$ cat src/rtl/neuron_accumulator_if.sv
// rtl/neuron_accumulator_if.sv - partial-sum input and pre-activation output handshake bundle
interface neuron_accumulator_if #(
  parameter int DWIDTH = 16
);
  logic              in_valid;
  logic              in_ready;
  logic [DWIDTH-1:0] in_data;
  logic [DWIDTH-1:0] in_bias;
  logic              out_valid;
  logic              out_ready;
  logic [DWIDTH-1:0] out_data;
  logic              out_sat;

  // Adder-tree / sigmoid side: drives beats and the result-accept strobe
  modport master (
    output in_valid, in_data, in_bias, out_ready,
    input  in_ready, out_valid, out_data, out_sat
  );

  // Accumulator side
  modport slave (
    input  in_valid, in_data, in_bias, out_ready,
    output in_ready, out_valid, out_data, out_sat
  );
endinterface

$ cat src/rtl/neuron_accumulator.sv
// rtl/neuron_accumulator.sv - sums BEATS partial sums plus bias per neuron; optional saturation via ACC_SAT_EN
module neuron_accumulator #(
  parameter int DWIDTH = 16,
  parameter int BEATS  = 4,
  parameter int GUARD  = 4
) (
  input  logic                 clk_i,
  input  logic                 rst_n_i,
  input  logic                 clr_i,
  neuron_accumulator_if.slave  bus
);

  localparam int ACCW = DWIDTH + GUARD;
  localparam int CW   = $clog2(BEATS + 1);

  typedef enum logic [1:0] {IDLE, ACC, HOLD} state_t;

  state_t                  state_q, state_d;
  logic [CW-1:0]           cnt_q, cnt_d;
  logic signed [ACCW-1:0]  acc_q, acc_d;
  logic [DWIDTH-1:0]       data_q, data_d;
  logic                    valid, accept, pop;
  logic signed [ACCW-1:0]  bias_x, data_x;

`ifdef ACC_SAT_EN
  localparam logic signed [ACCW-1:0] MAX_V = ACCW'((2 ** (DWIDTH - 1)) - 1);
  localparam logic signed [ACCW-1:0] MIN_V = ~MAX_V;
  logic sat_q, sat_d;
`endif

  assign valid  = (state_q == HOLD);
  assign accept = bus.in_valid && bus.in_ready;
  assign pop    = valid && bus.out_ready;
  assign bias_x = {{GUARD{bus.in_bias[DWIDTH-1]}}, bus.in_bias};
  assign data_x = {{GUARD{bus.in_data[DWIDTH-1]}}, bus.in_data};

  assign bus.in_ready  = !valid || bus.out_ready;
  assign bus.out_valid = valid;
  assign bus.out_data  = data_q;
`ifdef ACC_SAT_EN
  assign bus.out_sat   = sat_q;
`else
  assign bus.out_sat   = 1'b0;
`endif

  // Next state, accumulator update and result capture on the frame's last beat
  always_comb begin
    logic finish;
    state_d = state_q;
    cnt_d   = cnt_q;
    acc_d   = acc_q;
    data_d  = data_q;
    finish  = 1'b0;
`ifdef ACC_SAT_EN
    sat_d   = sat_q;
`endif
    if (clr_i) begin
      state_d = IDLE;
      cnt_d   = '0;
      acc_d   = '0;
    end else begin
      case (state_q)
        IDLE, HOLD: begin
          // In HOLD an accepted beat implies out_ready, so the result pops in the same cycle
          if (accept) begin
            acc_d = bias_x + data_x;
            if (BEATS == 1) begin
              state_d = HOLD;
              cnt_d   = '0;
              finish  = 1'b1;
            end else begin
              state_d = ACC;
              cnt_d   = CW'(1);
            end
          end else if (pop) begin
            state_d = IDLE;
          end
        end
        ACC: begin
          if (accept) begin
            acc_d = acc_q + data_x;
            if (cnt_q == CW'(BEATS - 1)) begin
              state_d = HOLD;
              cnt_d   = '0;
              finish  = 1'b1;
            end else begin
              cnt_d = cnt_q + CW'(1);
            end
          end
        end
        default: begin
          state_d = IDLE;
          cnt_d   = '0;
        end
      endcase
    end
    if (finish) begin
`ifdef ACC_SAT_EN
      if (acc_d > MAX_V) begin
        data_d = {1'b0, {(DWIDTH-1){1'b1}}};
        sat_d  = 1'b1;
      end else if (acc_d < MIN_V) begin
        data_d = {1'b1, {(DWIDTH-1){1'b0}}};
        sat_d  = 1'b1;
      end else begin
        data_d = acc_d[DWIDTH-1:0];
        sat_d  = 1'b0;
      end
`else
      data_d = acc_d[DWIDTH-1:0];
`endif
    end
  end

  // State, counter, accumulator and result registers
  always_ff @(posedge clk_i or negedge rst_n_i) begin
    if (!rst_n_i) begin
      state_q <= IDLE;
      cnt_q   <= '0;
      acc_q   <= '0;
      data_q  <= '0;
`ifdef ACC_SAT_EN
      sat_q   <= 1'b0;
`endif
    end else begin
      state_q <= state_d;
      cnt_q   <= cnt_d;
      acc_q   <= acc_d;
      data_q  <= data_d;
`ifdef ACC_SAT_EN
      sat_q   <= sat_d;
`endif
    end
  end

endmodule

$ cat src/flat_wrapper.sv
// flat-port wrapper written by rule: the top's interface ports become plain ports
module neuron_accumulator_flat 
#(
  parameter int DWIDTH = 16,
  parameter int BEATS  = 4,
  parameter int GUARD  = 4
)
  (clk_i, rst_n_i, clr_i, bus_in_valid, bus_in_data, bus_in_bias, bus_out_ready, bus_in_ready, bus_out_valid, bus_out_data, bus_out_sat);
  neuron_accumulator_if #(.DWIDTH(DWIDTH)) bus_i ();
  input  logic clk_i;
  input  logic rst_n_i;
  input  logic clr_i;
  input wire logic [$bits(bus_i.in_valid)-1:0] bus_in_valid;
  input wire logic [$bits(bus_i.in_data)-1:0] bus_in_data;
  input wire logic [$bits(bus_i.in_bias)-1:0] bus_in_bias;
  input wire logic [$bits(bus_i.out_ready)-1:0] bus_out_ready;
  output wire logic [$bits(bus_i.in_ready)-1:0] bus_in_ready;
  output wire logic [$bits(bus_i.out_valid)-1:0] bus_out_valid;
  output wire logic [$bits(bus_i.out_data)-1:0] bus_out_data;
  output wire logic [$bits(bus_i.out_sat)-1:0] bus_out_sat;
  assign bus_i.in_valid = bus_in_valid;
  assign bus_i.in_data = bus_in_data;
  assign bus_i.in_bias = bus_in_bias;
  assign bus_i.out_ready = bus_out_ready;
  assign bus_in_ready = bus_i.in_ready;
  assign bus_out_valid = bus_i.out_valid;
  assign bus_out_data = bus_i.out_data;
  assign bus_out_sat = bus_i.out_sat;
  neuron_accumulator #(.DWIDTH(DWIDTH), .BEATS(BEATS), .GUARD(GUARD)) u_core (.clk_i(clk_i), .rst_n_i(rst_n_i), .clr_i(clr_i), .bus(bus_i));
endmodule
$ cat config.mk
export PLATFORM = sky130hd
export DESIGN_NAME = neuron_accumulator_flat
export DESIGN_NICKNAME = d
export VERILOG_FILES = /design/src/rtl/neuron_accumulator_if.sv /design/src/rtl/neuron_accumulator.sv /design/src/flat_wrapper.sv
export SDC_FILE = /design/constraint.sdc
export NUM_CORES = 1
export LEC_CHECK = 0
export CELL_PAD_IN_SITES_DETAIL_PLACEMENT = 0
export CELL_PAD_IN_SITES_GLOBAL_PLACEMENT = 1
export CORE_ASPECT_RATIO = 1.2
export CORE_MARGIN = 10
export CORE_UTILIZATION = 43
export CTS_CLUSTER_DIAMETER = 200
export CTS_CLUSTER_SIZE = 12
export DETAILED_ROUTE_END_ITERATION = 10
export HOLD_SLACK_MARGIN = 0.1
export PLACE_DENSITY_LB_ADDON = 0.1
export RECOVER_POWER = 50
export SLEW_MARGIN = 40
export SYNTH_ARGS = -nofsm -noshare
export SYNTH_HDL_FRONTEND = slang
export SYNTH_SLANG_ARGS = --single-unit
$ cat constraint.sdc
create_clock -name clk_i -period 5.2 [get_ports clk_i]
set_input_delay 0.78 -clock clk_i [delete_from_list [all_inputs] [get_ports clk_i]]
set_output_delay 0.78 -clock clk_i [all_outputs]
set_load 0.02 [all_outputs]
==> results of run 1 <==
[cells by family (layout without fill, tap and decap cells)]
group / after synthesis / count (layout)
AOI/OAI and AO/OA: 123 / 123
muxes: 6 / 6
and+or+nand+nor: 121 / 121
DFF: 37 / 37
buffers and inverters: 29 / 75
xor gates and xnor gates: 28 / 28
adders and majority gates: 33 / 33
other: 1 / 1
[power breakdown]
| part | internal, mW | switching [mW] |
|---|---|---|
| sequential | 0.307 | 0.0177 |
| combinational | 0.153 | 0.200 |
| clock | 0.120 | 0.105 |
| total | 0.579 | 0.324 |
[worst paths after layout]
check                      cells after the start                   start                      to  slack [ns]
max in group asynchronous                      1                 rst_n_i       u_core.state_q[0]        2.82
max                                           11          bus_in_data[0]  u_core.bus.out_data[8]        2.02
min                                            2  u_core.bus.out_data[5]  u_core.bus.out_data[5]        0.48
max reg2reg                                   10         u_core.acc_q[0]  u_core.bus.out_data[8]        2.58
min in group asynchronous                      1                 rst_n_i       u_core.state_q[1]        1.07
min reg2reg                                    2  u_core.bus.out_data[5]  u_core.bus.out_data[5]        0.48
[synth_stat cells, drive strengths merged, types with 8 or more instances]
cell type,number
ha,31
inv,11
a21oi,38
xor2,14
xnor2,14
nor2,30
nand2b,9
nand2,46
dfrtp,37
a21o,8
buf,10
clkbuf,8
o21ai,24
[metal layers]
metal  global-route usage, %  share of wire (%)  up-vias
met5                       0                  0        -
met3                    3.26                5.6       14
met2                    27.7                 49       68
met4                    4.40                1.9        0
li1                        -                  -     1473
met1                    19.3                 44     1340
[metrics by stage]
stage / area (sq um) / util [%] / cells / setup WS (ns) / hold WS [ns]
after CTS: 3890 / 53.5 / 514 / 2.05 / 0.461
after detailed placement: 3790 / 52.2 / 506 / 1.80 / 0.468
after global routing: 3890 / 53.5 / 514 / 1.89 / 0.509
final: 3890 / 53.5 / 514 / 2.02 / 0.478
after global placement: 3780 / 52.0 / 506 / 1.85 / 0.460
after floorplan: 3200 / - / 378 / 2.49 / 0.470
[cell type report]
cell class | instances | area, sq um
Inverter | 11 | 41.3
Multi-Input combinational cell | 312 | 2160
Timing Repair Buffer | 56 | 549
Sequential cell | 37 | 927
Clock inverter | 1 | 5.00
Tap cell | 90 | 113
Clock buffer | 7 | 96.3
Fill cell | 702 | 3380
[flip-flops by register name, indices dropped and copies added (netlist names)]
| signal | count |
|---|---|
| u_core.state_q | 2 |
| u_core.acc_q | 16 |
| u_core.bus.out_data | 16 |
| u_core.cnt_q | 3 |
[worst min-delay path, delay by kind of cell, from the launching register on]
kind / cells / cell delay (ns)
flops: 1 / 0.34
simple gates: 2 / 0.11
==> results.ini, run 1 <==
[job]
drv_cap = 1

[grt]
grt_pass1_vias = 2992
antenna_found_initial = 0
grt_max_degree = 38
grtUsageTotal_pct = 15.9
grt_pass1_wl_mm = 14.9
grt_overflow_total = 0

[timing]
min_period_over_period_pct = 61.2
setup_violations = 0
relSlewSlack_pct = -36.5
post-route-min-period_ns = 3.18
finClkSkew_ns = 0.00662
setup_tns_ns = 0
timing.fmax_mhz = 314
rsz0062_at_grt = no
worstMarginPinSlew_ns = 2.05
hold_violations = 0
finalMaxSlewViolations = 38

[floorplanning]
fp-row-count = 34
die_w_microns = 98.8
core_sq_mm = 0.00727
die_area_sq_mm = 0.0113
fp.dieH_microns = 115
io_pins = 56
initial_utilization_pct = 44.0

[worst_setup_path]
cp_slowest_cell = a211oi_2
critPathMaxStageDelay_ns = 0.47
start_kind = primary input
path_delay_family = compound AO/OA/AOI/OAI gates
cp.arrival_ns = 3.42
criticalPathCategory = primary input to register
cp_max_fo = 5
crit_buf_inv = 2
critPathRequiredTime_ns = 5.43
end_kind = register
cp_cell_sequence = clkdlybuf4s50_1 -> ha_1 -> inv_1 -> fa_1 -> nand2b_1 -> a21oi_2 -> a211oi_2 -> o21ai_1 -> xnor2_1 -> a221oi_1 -> mux2_2

[clocking]
tritoncts = yes
root_buffer = clkbuf_8
post-cts-setup-buffer-count = 0
clk-insertion-delay-late_ns = 0.29
cts.reportedPaths.clkPinSlew_ns = 0.08
cts_buffer_depth = 2
hold_buffers = 0
cts_resized = 0
cts_buffers = 5
clkSinkCount = 37
h-tree-depth = 2

[drt]
dr.pass1.iters = 4
drc_errors = 0
wl_per_cell_microns = 18.0
wl_mm = 9.24
vias = 2895
antenna_left = 0
drtIter0Drc = 121
viasPerCell = 5.63

[synth]
synth_largest_area_cell = dfrtp_1
synth_edf_count = 0
synth_top_family_by_area = compound AO/OA/AOI/OAI gates
synth_flop_cell = dfrtp_1
yosys.area_share.simple_pct = 17.6
syn_nets = 448
syn_area_sq_mm = 0.00320
ys_seq_elements = 37
synth-xor-area-share_pct = 7.66
synthDistinctLibCells = 59
synth_compound_area_share_pct = 26.5
syn_inst = 378
synth_warnings = 0
synthMuxAreaShare_pct = 2.07
synth_fa_ha_area_share_pct = 13.4
synth.top_cell.area_share_pct = 28.9
ys_async_sr_fraction_pct = 100
synth_area_leaders = dfrtp_1 (29%), ha_1 (12%), a21oi_1 (5.5%)
postSynthAreaPerCell_sq_um = 8.47
yosysSeqAreaShare_pct = 28.9

[cells_and_area]
drive_above_1_share_pct = 6.60
nNetsFinal = 493
area_growth_pct = 21.5
antenna_cells = 0
layout_common_cells = nand2_1 (46), clkdlybuf4s50_1 (45), dfrtp_1 (36)
final_common_cell = nand2_1

[status]
status = finished with violations
violations = max-capacitance violations, max-slew violations

[pwr]
p_total_mw = 0.903
peakVddDrop_uv = 137
power_density_mw_per_mm2 = 232
leakagePower_nw = 1.73

[worst_hold_path]
hold_class = register to register

[placed_design]
globalplace.congestion = 0.959
hpwl_mm = 7.13
io_buffers = 54

Power figures use the tool's default switching activity.
==> inputs of run 2 (changes only) <==
--- a/config.mk
+++ b/config.mk
@@ -9,7 +9,7 @@
 export CELL_PAD_IN_SITES_GLOBAL_PLACEMENT = 1
 export CORE_ASPECT_RATIO = 1.2
 export CORE_MARGIN = 10
-export CORE_UTILIZATION = 43
+export CORE_UTILIZATION = 40
 export CTS_CLUSTER_DIAMETER = 200
 export CTS_CLUSTER_SIZE = 12
 export DETAILED_ROUTE_END_ITERATION = 10
==> constraint.sdc (replaced) <==
create_clock -name clk_i -period 3.1 [get_ports clk_i]
set_input_delay 0.465 -clock clk_i [delete_from_list [all_inputs] [get_ports clk_i]]
set_output_delay 0.465 -clock clk_i [all_outputs]
set_load 0.02 [all_outputs]
==> results.ini, run 2 (same netlist as run 1, synthesis figures left out) <==
[worst_setup_path]
critPathRequiredTime_ns = 3.29  ; -2.14 ns
cp_max_fo = 5  ; unchanged
cp_cell_sequence = clkdlybuf4s50_1 -> ha_1 -> inv_1 -> fa_1 -> nand2b_1 -> a21oi_2 -> a211oi_2 -> o41ai_1 -> xor2_1 -> nand2_1 -> a311oi_1
r2r-end = u_core.acc_q[14]
crit_buf_inv = 2  ; unchanged
r2r-start = u_core.acc_q[0]
cp_slowest_cell = clkdlybuf4s50_1
cp.arrival_ns = 3.05  ; -0.37 ns
ff2ff_path_depth = 10  ; unchanged
criticalPathCategory = primary input to register
start_kind = primary input
end_kind = register
path_delay_family = compound AO/OA/AOI/OAI gates
r2r_slack_ns = 0.55  ; -2.03 ns
critPathMaxStageDelay_ns = 0.49  ; +0.02 ns

[placed_design]
io_buffers = 54  ; unchanged
globalplace.congestion = 0.859  ; -10%
pre_cts_ws_ns = -0.0369  ; -1.84 ns
placed_cells = 524  ; +3.6%
hpwl_mm = 7.82  ; +9.7%

[timing]
min_period_over_period_pct = 92.1
whs_ns = 0.482  ; +0.00395 ns
setup_slack_ns = 0.244  ; -1.77 ns
relSlewSlack_pct = -42.6  ; -6.1 points
post-route-min-period_ns = 2.86
setup_violations = 0  ; unchanged
rsz0062_at_grt = no
finalMaxSlewViolations = 38  ; unchanged
worstMarginPinSlew_ns = 2.14  ; +0.0913 ns
setup_tns_ns = 0  ; unchanged
hold_violations = 0  ; unchanged
finClkSkew_ns = 0.00754  ; +0.000920 ns
timing.fmax_mhz = 350

[floorplanning]
initial_utilization_pct = 41.3  ; -2.7 points
fp.dieH_microns = 118  ; +3.0%
core_sq_mm = 0.00775  ; +6.6%
fp-row-count = 35  ; +2.9%
die_area_sq_mm = 0.0120  ; +6.1%
die_w_microns = 102  ; +2.9%
io_pins = 56  ; unchanged

[status]
status = finished with violations
violations = max-capacitance violations, max-slew violations

[cells_and_area]
layout_common_cells = nand2_1 (46), clkdlybuf4s50_1 (46), dfrtp_1 (37)
nNetsFinal = 509  ; +3.2%
fill_cells = 755  ; +7.5%
fin_cells = 531  ; +3.3%
drive_above_1_share_pct = 9.11  ; +2.5 points
antenna_cells = 0  ; unchanged
area_growth_pct = 24.5

[drt]
wl_per_cell_microns = 18.6  ; +3.5%
antenna_left = 0  ; unchanged
vias = 3038  ; +4.9%
drtIter0Drc = 146  ; +21%
viasPerCell = 5.72  ; +1.6%
drc_errors = 0  ; unchanged
wl_mm = 9.89  ; +7.0%
dr.pass1.iters = 4  ; unchanged

[clocking]
tritoncts = yes
hold_buffers = 0  ; unchanged
cts.reportedPaths.clkPinSlew_ns = 0.07  ; about the same
root_buffer = clkbuf_8
post-cts-setup-buffer-count = 0  ; unchanged
clk-insertion-delay-late_ns = 0.29  ; about the same
clkSinkCount = 37  ; unchanged
cts_buffer_depth = 2  ; unchanged
cts_resized = 0  ; unchanged
h-tree-depth = 2  ; unchanged
cts_buffers = 5  ; unchanged

[job]
drv_cap = 1  ; unchanged

[grt]
antenna_found_initial = 0  ; unchanged
grt_max_degree = 38  ; unchanged
grtUsageTotal_pct = 17.0  ; +1.0 points
grt_pass1_wl_mm = 16.6  ; +12%
grt_overflow_total = 0  ; unchanged
grt_pass1_vias = 3294  ; +10%

[pwr]
p_total_mw = 1.51  ; +67%
peakVddDrop_uv = 200  ; +45%
power_density_mw_per_mm2 = 379  ; +63%
leakagePower_nw = 1.79  ; +3.8%

[worst_hold_path]
worstHoldStart = u_core.bus.out_data[9]
hold_end = u_core.bus.out_data[9]
hold_class = register to register
min_path_cells = 2  ; unchanged

## run 2: cell count changes in the layout (fill, tap and decap cells not counted), sizes merged
cell,previous run,this run
dlygate4sd3,8,7
buf,2,17
clkdlybuf4s50,45,46
clkbuf,8,9
clkinv,1,0
## run 2: per-stage QoR
step | utilization [%] | instance area (sq um)
after floorplan | - | 3200
after detailed placement | 50.4 | 3910
final | 51.5 | 3990
after CTS | 51.6 | 4000
after global routing | 51.5 | 3990
after global placement | 50.4 | 3910
## run 2: area by class of cell
type / count / area, sq um / share of cell area, %
Clock buffer: 7 / 86.3 / 2.16
Inverter: 11 / 41.3 / 1.04
Multi-Input combinational cell: 312 / 2150 / 54.0
Sequential cell: 37 / 926 / 23.2
Tap cell: 92 / 115 / 2.89
Timing Repair Buffer: 72 / 666 / 16.7
## run 2: worst min-delay path, delay by kind of cell, from the launching register on
kind	cells	cell delay [ns]
DFF	1	0.34
AOI/OAI and AO/OA	1	0.06
and+or+nand+nor	1	0.04
## run 2: routing by layer
metal / vias to the layer above / share of wire, % / global-route usage [%]
met2: 70 / 50 / 28.9
met1: 1456 / 43 / 20.7
met4: 0 / 1.5 / 4.57
met5: - / 0 / 0
met3: 12 / 5.5 / 3.58
li1: 1500 / - / -
## run 2: report_power, final
| group | leakage (nW) | total [mW] | switching [mW] | internal [mW] |
|---|---|---|---|---|
| Clock | 0.0443 | 0.349 | 0.172 | 0.177 |
| Combinational | 1.25 | 0.622 | 0.346 | 0.276 |
| Sequential | 0.498 | 0.541 | 0.0266 | 0.515 |
| Total | 1.79 | 1.51 | 0.544 | 0.968 |
## run 2: worst max path at each step
stage,from,to,slack [ns],cells past startpoint
4_1_cts,bus_in_data[0],u_core.acc_q[14],0.27,11
3_3_place_gp,bus_in_data[0],u_core.acc_q[12],0.07,11
3_5_place_dp,bus_in_data[0],u_core.acc_q[14],-0.04,11
5_1_grt,bus_in_data[0],u_core.acc_q[14],0.04,11
2_1_floorplan,bus_in_data[0],u_core.acc_q[12],0.70,10
6_report,bus_in_data[0],u_core.acc_q[14],0.24,11
==> inputs of run 3 (changes only) <==
--- a/config.mk
+++ b/config.mk
@@ -8,7 +8,6 @@
 export CELL_PAD_IN_SITES_DETAIL_PLACEMENT = 0
 export CELL_PAD_IN_SITES_GLOBAL_PLACEMENT = 1
 export CORE_ASPECT_RATIO = 1.2
-export CORE_MARGIN = 10
 export CORE_UTILIZATION = 40
 export CTS_CLUSTER_DIAMETER = 200
 export CTS_CLUSTER_SIZE = 12
==> results.ini, run 3 (same netlist as run 1, synthesis figures left out) <==
[worst_setup_path]
criticalPathCategory = primary input to register
critPathRequiredTime_ns = 3.28  ; about the same
cp_max_fo = 5  ; unchanged
cp.arrival_ns = 3.05  ; about the same
start_kind = primary input
end_kind = register

[clocking]
hold_buffers = 0  ; unchanged
post-cts-setup-buffer-count = 0  ; unchanged
tritoncts = yes
cts.reportedPaths.clkPinSlew_ns = 0.07  ; about the same
clk-insertion-delay-late_ns = 0.30  ; about the same
cts_buffer_depth = 2  ; unchanged
cts_resized = 0  ; unchanged
clkSinkCount = 37  ; unchanged
cts_buffers = 5  ; unchanged
root_buffer = clkbuf_8
h-tree-depth = 2  ; unchanged

[drt]
dr.pass1.iters = 4  ; unchanged
drtIter0Drc = 112  ; -23%
antenna_left = 0  ; unchanged
wl_mm = 9.22  ; -6.8%
maxUsedRoutingLayer = met4
vias = 2968  ; -2.3%
viasPerCell = 5.62  ; -1.7%
wl_per_cell_microns = 17.5  ; -6.2%
met2_wirelength_mm = 4.70  ; -5.4%
met3WireLength_microns = 331  ; -39%
met1_length_mm = 4.03  ; -4.5%
drc_errors = 0  ; unchanged

[timing]
relSlewSlack_pct = -43.6  ; -1.0 points
worstMarginPinSlew_ns = 2.15  ; +0.0155 ns
setup_tns_ns = 0  ; unchanged
whs_ns = 0.471  ; -0.0106 ns
hold_violations = 0  ; unchanged
timing.fmax_mhz = 349  ; -0.26%
finalMaxSlewViolations = 38  ; unchanged
rsz0062_at_grt = no
min_period_over_period_pct = 92.4  ; +0.24 points
finClkSkew_ns = 0.0104  ; +0.00283 ns
post-route-min-period_ns = 2.86  ; +0.00749 ns
setup_violations = 0  ; unchanged

[placed_design]
hpwl_mm = 7.27  ; -7.1%
placed_cells = 520  ; -0.76%
globalplace.congestion = 0.880  ; +2.4%
io_buffers = 54  ; unchanged

[floorplanning]
fp-row-count = 35  ; unchanged
io_pins = 56  ; unchanged
fp.dieH_microns = 100  ; -15%
core_sq_mm = 0.00771  ; -0.56%
die_w_microns = 83.7  ; -18%
die_area_sq_mm = 0.00837  ; -30%
initial_utilization_pct = 41.6  ; +0.23 points

[grt]
grt_pass1_vias = 2875  ; -13%
grt_pass1_wl_mm = 14.5  ; -13%
antenna_found_initial = 0  ; unchanged
grt_overflow_total = 0  ; unchanged
grt_max_degree = 38  ; unchanged
grtUsageTotal_pct = 22.2  ; +5.2 points

[cells_and_area]
antenna_cells = 0  ; unchanged
drive_above_1_share_pct = 8.49  ; -0.63 points
fin_util_pct = 51.8  ; +0.29 points
nNetsFinal = 505  ; -0.79%
area_growth_pct = 24.5  ; unchanged
fill_cells = 753  ; -0.26%
layout_common_cells = nand2_1 (46), clkdlybuf4s50_1 (46), dfrtp_1 (37)
fin_cells = 528  ; -0.56%

[pwr]
peakVddDrop_uv = 248  ; +24%
leakagePower_nw = 1.78  ; -0.49%
power_density_mw_per_mm2 = 402  ; +6.1%

[status]
violations = max-capacitance violations, max-slew violations
status = finished with violations

[job]
drv_cap = 1  ; unchanged

[worst_hold_path]
hold_class = register to register

-- run 3: cell count changes in the layout (fill, tap and decap cells not counted) --
cell and change:
bufinv_16 +1, buf_4 -4
-- run 3: worst max-delay path: stages --
cell and delay, ns:
clkdlybuf4s50_1 0.49, ha_1 0.21, inv_1 0.07, fa_1 0.40
nand2b_1 0.20, a21oi_2 0.15, a211oi_2 0.10, o311ai_2 0.30
xor2_1 0.26, a21oi_1 0.12, a2111oi_2 0.28
-- run 3: area by class of cell --
type	count	area (sq um)	area share, %
Sequential cell	37	926	23.2
Clock inverter	1	30.0	0.753
Timing Repair Buffer	68	636	15.9
Multi-Input combinational cell	312	2150	54.0
Clock buffer	7	86.3	2.16
Inverter	11	41.3	1.04
Tap cell	92	115	2.89
-- run 3: path summary, 6_finish.rpt --
kind	depth (start not counted)	end	slack [ns]	startpoint
hold / removal	2	u_core.bus.out_data[15]	0.47	u_core.bus.out_data[15]
setup reg to reg	10	u_core.acc_q[10]	0.54	u_core.acc_q[0]
min in group asynchronous	1	u_core.cnt_q[0]	0.80	rst_n_i
max in group asynchronous	1	u_core.bus.out_data[14]	1.08	rst_n_i
hold reg to reg	2	u_core.bus.out_data[15]	0.47	u_core.bus.out_data[15]
setup / recovery	11	u_core.acc_q[10]	0.24	bus_in_data[0]
-- run 3: per-stage QoR --
step           power (mW)  instance area (sq um)  setup WS (ns)
3_3_place_gp         1.17                   3880        0.00646
6_report             1.60                   3990          0.237
3_5_place_dp         1.17                   3880        -0.0287
5_1_grt              1.69                   3990          0.102
2_1_floorplan       0.959                   3200          0.701
4_1_cts              1.62                   4000          0.255
-- run 3: metal layers --
| layer | vias up | track usage, % |
|---|---|---|
| met2 | 70 | 40.7 |
| li1 | 1495 | - |
| met1 | 1391 | 27.4 |
| met4 | 0 | 6.39 |
| met5 | - | 0 |
| met3 | 12 | 2.55 |
-- run 3: power breakdown --
part / switching, mW / internal [mW]
combinational: 0.350 / 0.271
sequential: 0.0264 / 0.515
clock: 0.181 / 0.263
total: 0.557 / 1.05
